`src/rtl/axi_lite_master.sv`:
```
// axi_lite_master
//   Single-outstanding AXI4-Lite master. A simple valid/ready command port
//   launches one read or write; the result comes back on a valid/ready
//   response port. Every transaction has a cycle budget; when it runs out
//   the bus handshakes are withdrawn and a 2'b11 response is returned.
//
// Ports
//   ACLK, ARESET                  clock, synchronous active-high reset
//   cmd_valid/cmd_ready           command handshake (ready only while idle)
//   cmd_write/cmd_addr/cmd_wdata  command payload
//   rsp_valid/rsp_ready           response handshake
//   rsp_rdata/rsp_resp            read data (0 for writes/aborts), xRESP or 2'b11
//   AW*/W*/B*/AR*/R*              AXI4-Lite master channels
module axi_lite_master #(
  parameter int ADDR_W  = 4,
  parameter int DATA_W  = 32,
  parameter int TIMEOUT = 255
) (
  input  logic              ACLK,
  input  logic              ARESET,
  input  logic              cmd_valid,
  output logic              cmd_ready,
  input  logic              cmd_write,
  input  logic [ADDR_W-1:0] cmd_addr,
  input  logic [DATA_W-1:0] cmd_wdata,
  output logic              rsp_valid,
  input  logic              rsp_ready,
  output logic [DATA_W-1:0] rsp_rdata,
  output logic [1:0]        rsp_resp,
  output logic [ADDR_W-1:0] AWADDR,
  output logic              AWVALID,
  input  logic              AWREADY,
  output logic [DATA_W-1:0] WDATA,
  output logic              WVALID,
  input  logic              WREADY,
  input  logic [1:0]        BRESP,
  input  logic              BVALID,
  output logic              BREADY,
  output logic [ADDR_W-1:0] ARADDR,
  output logic              ARVALID,
  input  logic              ARREADY,
  input  logic [DATA_W-1:0] RDATA,
  input  logic [1:0]        RRESP,
  input  logic              RVALID,
  output logic              RREADY
);

  localparam int            TW     = $clog2(TIMEOUT + 1);
  localparam logic [TW-1:0] TO_LIM = TW'(TIMEOUT);

  typedef enum logic [2:0] {
    IDLE, WR_ADDR, WR_RESP, RD_ADDR, RD_DATA, RESP
  } state_t;

  state_t        state;
  logic [TW-1:0] tcnt;
  logic          aw_done, w_done;

  logic [TW-1:0] tcnt_nxt;
  logic          active, expire;
  logic          aw_hs, w_hs, b_hs, ar_hs, r_hs;

  // The budget is judged on the value the counter is about to take, so the
  // abort lands on the same edge the counter reaches TIMEOUT.
  assign active   = (state != IDLE) && (state != RESP);
  assign tcnt_nxt = tcnt + TW'(1);
  assign expire   = (tcnt_nxt == TO_LIM);

  assign aw_hs = AWVALID && AWREADY;
  assign w_hs  = WVALID  && WREADY;
  assign b_hs  = BVALID  && BREADY;
  assign ar_hs = ARVALID && ARREADY;
  assign r_hs  = RVALID  && RREADY;

  always_ff @(posedge ACLK) begin
    if (ARESET) begin
      state     <= IDLE;
      tcnt      <= '0;
      aw_done   <= 1'b0;
      w_done    <= 1'b0;
      cmd_ready <= 1'b0;
      rsp_valid <= 1'b0;
      rsp_rdata <= '0;
      rsp_resp  <= '0;
      AWADDR    <= '0;
      AWVALID   <= 1'b0;
      WDATA     <= '0;
      WVALID    <= 1'b0;
      BREADY    <= 1'b0;
      ARADDR    <= '0;
      ARVALID   <= 1'b0;
      RREADY    <= 1'b0;
    end else if (active && expire) begin
      // Abort wins over any handshake completing on this same edge.
      tcnt      <= tcnt_nxt;
      AWVALID   <= 1'b0;
      WVALID    <= 1'b0;
      BREADY    <= 1'b0;
      ARVALID   <= 1'b0;
      RREADY    <= 1'b0;
      rsp_rdata <= '0;
      rsp_resp  <= 2'b11;
      rsp_valid <= 1'b1;
      state     <= RESP;
    end else begin
      if (active) tcnt <= tcnt_nxt;
      case (state)
        IDLE: begin
          if (cmd_valid && cmd_ready) begin
            cmd_ready <= 1'b0;
            tcnt      <= '0;
            aw_done   <= 1'b0;
            w_done    <= 1'b0;
            if (cmd_write) begin
              AWADDR  <= cmd_addr;
              WDATA   <= cmd_wdata;
              AWVALID <= 1'b1;
              WVALID  <= 1'b1;
              state   <= WR_ADDR;
            end else begin
              ARADDR  <= cmd_addr;
              ARVALID <= 1'b1;
              state   <= RD_ADDR;
            end
          end else begin
            // Held low for one cycle after a response so commands never overlap.
            cmd_ready <= 1'b1;
          end
        end
        WR_ADDR: begin
          // AW and W complete independently; move on once both have.
          if (aw_hs) begin
            AWVALID <= 1'b0;
            aw_done <= 1'b1;
          end
          if (w_hs) begin
            WVALID <= 1'b0;
            w_done <= 1'b1;
          end
          if ((aw_done || aw_hs) && (w_done || w_hs)) begin
            BREADY <= 1'b1;
            state  <= WR_RESP;
          end
        end
        WR_RESP: begin
          if (b_hs) begin
            BREADY    <= 1'b0;
            rsp_resp  <= BRESP;
            rsp_rdata <= '0;
            rsp_valid <= 1'b1;
            state     <= RESP;
          end
        end
        RD_ADDR: begin
          if (ar_hs) begin
            ARVALID <= 1'b0;
            RREADY  <= 1'b1;
            state   <= RD_DATA;
          end
        end
        RD_DATA: begin
          if (r_hs) begin
            RREADY    <= 1'b0;
            rsp_rdata <= RDATA;
            rsp_resp  <= RRESP;
            rsp_valid <= 1'b1;
            state     <= RESP;
          end
        end
        RESP: begin
          if (rsp_ready) begin
            rsp_valid <= 1'b0;
            state     <= IDLE;
          end
        end
        default: state <= IDLE;
      endcase
    end
  end

endmodule

```
`config.mk`:
```
export PLATFORM = sky130hd
export DESIGN_NAME = axi_lite_master
export DESIGN_NICKNAME = d
export VERILOG_FILES = /design/src/rtl/axi_lite_master.sv
export SDC_FILE = /design/constraint.sdc
export NUM_CORES = 1
export LEC_CHECK = 0
export ABC_AREA = 1
export CAP_MARGIN = 30
export CORE_ASPECT_RATIO = 0.5
export CORE_UTILIZATION = 38
export CTS_CLUSTER_SIZE = 25
export DETAILED_ROUTE_END_ITERATION = 6
export GPL_TIMING_DRIVEN = 0
export PLACE_DENSITY = 0.86
export SYNTH_ARGS = -nofsm -noshare
export SYNTH_HDL_FRONTEND = slang
export SYNTH_SLANG_ARGS = --single-unit
```
`constraint.sdc`:
```
create_clock -name ACLK -period 1.73 [get_ports ACLK]
set_input_delay 0.2595 -clock ACLK [delete_from_list [all_inputs] [get_ports ACLK]]
set_output_delay 0.2595 -clock ACLK [all_outputs]
set_load 0.02 [all_outputs]
```
# Yosys cells after proc, flatten, opt, wreduce, memory -nomap -nowiden
# Index checks and enable logic that the tools add are counted.
[op_classes]
eq_ne = 23
n_mul = 0
n_lt_le_gt_ge = 0
addsub = 1
n_div = 0
mux = 47
reduce_logical = 36
bitwise_logic = 2
n_shift = 0
[ops]
columns = ["operator", "count"]
rows = [
  ["two-way mux 32 bit", 2],
  ["one-hot mux 32 bit (2 select lines)", 1],
  ["two-way mux 8 bit", 4],
  ["AND reduction 4 bit", 8],
  ["two-way mux 3 bit", 7],
  ["inequality test 3 bit, second input constant", 7],
  ["inequality test 2 bit, second input constant", 10],
  ["two-way mux 1 bit", 19],
  ["one-hot mux 3 bit (6 select lines)", 1],
  ["one-hot mux 1 bit (2 select lines)", 7],
  ["AND reduction 3 bit", 4],
  ["AND reduction 6 bit", 2],
  ["nonzero test 2 bit", 5],
  ["logical AND 1 bit", 9],
  ["adder 8 x 1 -> 8 bit, second input constant", 1],
  ["== test 8 bit, second input constant", 1],
  ["two-way mux 2 bit", 4],
  ["== test 3 x 2 -> 1 bit, second input constant", 2],
  ["== test 3 bit, second input constant", 2],
  ["nonzero test 3 bit", 2],
  ["one-hot mux 2 bit (2 select lines)", 1],
  ["nonzero test 4 bit", 1],
  ["== test 3 x 1 -> 1 bit, second input constant", 1],
  ["logical NOT 3 bit", 1],
  ["other kinds (5)", 7],
]
[totals]
rom_bits = 0
mem_count = 0
reg_bits = 94
inputBits = 82
ramBits = 0
latchBits = 0

# Longest topological paths before layout
[logic_depth]
depth_word = 6
ltp_mapped = 14
ltp_nobuf = 13

# Worst setup path before layout
# Ideal clock, no wire load.
[synth_path]
path_type = "register to register"
startpoint = "register tcnt[1]"
endpoint = "register rsp_rdata[0]"
synth_period_minus_slack_ns = 1.599
path_stages_with_launch = 11
setup_ns = 0.118
path_buffers = 2
setup_slack_ns = 0.131
arrival_time_ns = 1.481
path_cell_list = "dfxtp_1 ha_1 nand3_1 o21bai_1 nand2_1 nor2_1 nand3_2 nand2_1 buf_4 buf_4 nor2_1"
[synth_via]
elab_chain_cells = 4
[synth_lines]
columns = ["item", "line", "source"]
rows = [
  ["start: declaration", "56", "logic [TW-1:0] tcnt;"],
  ["start signal: assignment", "95", "tcnt <= tcnt_nxt;"],
  ["start signal: assignment", "106", "if (active) tcnt <= tcnt_nxt;"],
  ["adder 8 x 1 -> 8 bit", "66", "assign tcnt_nxt = tcnt + TW'(1);"],
  ["== test 8 bit", "67", "assign expire = (tcnt_nxt == TO_LIM);"],
  ["logical AND 1 bit", "93", "end else if (active && expire) begin"],
  ["OR reduction 2 bit (no source line)", "--", ""],
  ["end signal: assignment", "83", "rsp_rdata <= '0;"],
  ["end signal: assignment", "101", "rsp_rdata <= '0;"],
  ["end signal: assignment", "149", "rsp_rdata <= '0;"],
  ["end: declaration", "28", "output logic [DATA_W-1:0] rsp_rdata,"],
]
# Every way passes these cells.
# A chain may end at the register's enable or synchronous reset.

# Worst setup path after layout
[layout_path]
startpoint = "register state[2]"
endpoint = "register rsp_rdata[11]"
[layout_via]
elab_chain_cells = 4
[layout_lines]
columns = ["item", "line", "source"]
rows = [
  ["start: declaration", "55", "state_t state;"],
  ["start signal: assignment", "77", "state <= IDLE;"],
  ["start signal: assignment", "104", "state <= RESP;"],
  ["start signal: assignment", "119", "state <= WR_ADDR;"],
  ["branches (longest 4 deep; another with == test 3 bit)", "--", ""],
]
# Several ways; the timed one is not identified.

==> out/qor.yml <==
setup_path:
  path_max_fanout: 10
  crit_buf_inv: 5
  crit_family: "simple AND/OR/NAND/NOR gates"
  cp.arrival_ns: 1.92
  required_ns: 1.96
  crit_start: "state[2]$_SDFFE_PP0P_"
  cp-end-kind: "register"
  r2r-start: "state[2]$_SDFFE_PP0P_"
  crit_path_max_incr_delay_ns: 0.35
  worst_path_max_delay_cell: "dfxtp_2"
  startpoint_type: "register"
  path_class: "register to register"
  path_cells: "buf_6 > inv_2 > nand2_4 > nand2_2 > inv_2 > nand2_1 > nor2_2 > nand3_4 > nand2_2 > buf_6 > buf_8 > nor2_1"
yosys:
  syn_area_mm2: 0.00366
  yosysWarnings: 0
  synth.area.top_cells: "dfxtp_1 (51%), nor2_1 (14%), a22oi_1 (6.6%)"
  ys_types: 27
  yosysTopAreaCell: "dfxtp_1"
  synth-seq-cells: 94
  synth_edf_count: 0
  synth_fp_nets: 562
  syn_avg_cell_area_um2: 7.67
  synth_top_area_share: 0.513
  syn_inst: 478
  async_flop_share: 0
  synth-seq-area-share: 0.513
  synth_ff_type: "dfxtp_1"
place:
  dp_hpwl_um: 7690
  io_buffers: 162
  dp.cells: 770
  gp_congestion: 0.811
  pre_cts_ws_ns: -0.192
timing:
  finClkSkew_ns: 0.00386
  tightest_slew_ns: 0.474
  fin_ws_ns: 0.0389
  setup_viol: 0
  rsz0062_at_grt: "true"
  fmax_mhz: 591
  maxSlewViolCount: 0
  period_minus_slack_ns: 1.69
  hold_violations: 0
  maxSlewHeadroom: 0.684
  timing.final.crit_share: 0.977
floorplanning:
  coreArea_mm2: 0.00904
  die_w_um: 141
  io_pins: 163
  initial_core_util: 0.405
  dieHeight_um: 71.4
  num_rows: 24
  die_area_mm2: 0.0101
drt:
  dr.pass1.iters: 5
  wl_met2_um: 5640
  routed_via_density: 4.96
  drc: 0
  vias: 3925
  met3_length_um: 917
  m1WireLength_um: 4560
  top_layer: "met4"
  drtIter0Drc: 197
  routed_wl_um: 11400
  ant_nets: 0
  wire_per_inst_um: 14.4
hold_path:
  min_from: "aw_done$_SDFFE_PP0P_"
  hp-class: "register to register"
global_routing:
  grt_pass1_vias: 3741
  grt_max_degree: 15
  grt_usage: 0.217
  grt_pass1_wl_um: 17300
  antenna_found_initial: 0
  grt_overflow_total: 0
clock_tree:
  postCtsHoldBufs: 0
  clkSinkCount: 94
  htreeDepth: 3
  clk_pin_slew_worst_paths_ns: 0.06
  cts_tree: "done"
  cts-root-buf: "clkbuf_16"
  max-clock-path-buffers: 2
  clock_latency_ns: 0.34
  cts_buffers: 9
finish:
  area_delta_synth_final_pct: 63.0
  multi_input_area_mm2: 0.00165
  fin_cells: 791
  fillerInstances: 717
  n_antenna_cell: 0
  fin_nets: 742
  seq_area_mm2: 0.00190
  drive_gt1_frac: 0.110
  fin_util: 0.661
outcome:
  status: "finished, final reports clean"
pwr:
  leakagePower_nw: 2.35
  p_per_area_mw_per_mm2: 1160
  irDropWorstVdd_uv: 652
run:
  cap_viol_max_count: 0
power by group:
group / internal [mW] / switching (mW) / total [mW]
clock: 1.25 / 0.793 / 2.04
sequential: 2.45 / 0.214 / 2.66
combinational: 0.932 / 1.27 / 2.20
total: 4.63 / 2.28 / 6.91
area by class of cell:
| cell class | count | share of cell area |
|---|---|---|
| clock buffers | 10 | 0.0383 |
| well taps | 130 | 0.0272 |
| inverters | 29 | 0.0182 |
| plain buffers | 25 | 0.0285 |
| multi-input cells | 330 | 0.276 |
| repair buffers | 169 | 0.282 |
| flip-flops and latches | 94 | 0.318 |
| clock inverters | 4 | 0.0124 |
registers in the layout (all words and copies together), names as in the netlist, 2 cells and up:
register	flops
AWADDR	4
tcnt	8
ARADDR	4
rsp_resp	2
state	3
rsp_rdata	32
WDATA	32
per-stage QoR:
stage	power (mW)	TNS (ns)	hold WS (ns)	area [um2]
finish	6.91	0	0.477	5970
global route	7.22	-1.20	0.484	5970
CTS	6.68	0	0.466	5800
detailed placement	4.60	-11.00	0.457	5450
global placement	4.54	-7.89	0.452	5450
floorplan	3.76	0	0.329	3660
cells in the final DEF, fill, tap and decap left out, types with 2 or more instances in the layout:
cell type / count
a21oi_1: 15
a22oi_1: 32
buf_2: 7
buf_4: 6
buf_6: 4
buf_8: 2
bufinv_16: 2
clkbuf_1: 7
clkbuf_16: 9
clkbuf_2: 5
clkdlybuf4s50_1: 162
dfxtp_1: 86
dfxtp_2: 5
dfxtp_4: 3
inv_1: 23
inv_2: 6
mux2i_1: 2
nand2_1: 58
nand2_2: 5
nand3_1: 13
nand3_4: 2
nand4_1: 3
nor2_1: 130
nor2_2: 3
nor2_4: 4
o21ai_0: 46
o21ai_1: 2
o21ai_2: 2
o21bai_1: 2
worst reg2reg max path: stages (launching register included):
cell,delay (ns)
dfxtp_2,0.35
buf_6,0.14
inv_2,0.05
nand2_4,0.10
nand2_2,0.07
inv_2,0.08
nand2_1,0.09
nor2_2,0.16
nand3_4,0.12
nand2_2,0.09
buf_6,0.15
buf_8,0.14
nor2_1,0.04
metal layers:
| metal | up-vias | global-route usage |
|---|---|---|
| met2 | 151 | 0.401 |
| met1 | 1824 | 0.239 |
| li1 | 1922 | - |
| met3 | 28 | 0.0715 |
| met5 | - | 0 |
| met4 | 0 | 0.0676 |
path summary, 6_finish.rpt:
path | end | slack (ns) | cells after the start
worst max-delay path | rsp_rdata[11]$_SDFFE_PP0P_ | 0.04 | 12
worst min-delay path | aw_done$_SDFFE_PP0P_ | 0.48 | 2
worst min register to register | aw_done$_SDFFE_PP0P_ | 0.48 | 2
worst max register to register | rsp_rdata[11]$_SDFFE_PP0P_ | 0.04 | 12
synth_stat cells (all sizes together) (2+ instances only):
cell type	n
nor2	137
dfxtp	94
nand2	64
o21ai	50
a22oi	32
inv	29
a21oi	15
nand3	15
clkbuf	13
buf	12
nand4	3
nor3	3
ha	2
mux2i	2
o21bai	2
repair_timing:
item / CTS / global route
setup buffers: 0 / 5
cloned: 0 / 2
setup endpoints to repair: 42 / 73
pin swaps: 0 / 12
gates resized for setup: 16 / 43
cell families after synthesis:
family                     Yosys count  share of synthesized area
and+or+nand+nor                    222                      0.242
AOI/OAI and AO/OA                  104                      0.169
DFF                                 94                      0.513
buffers and inverters               54                     0.0628
muxes                                2                    0.00546
adders and majority gates            2                    0.00683
No activity file was read; power rests on OpenSTA's default activity.
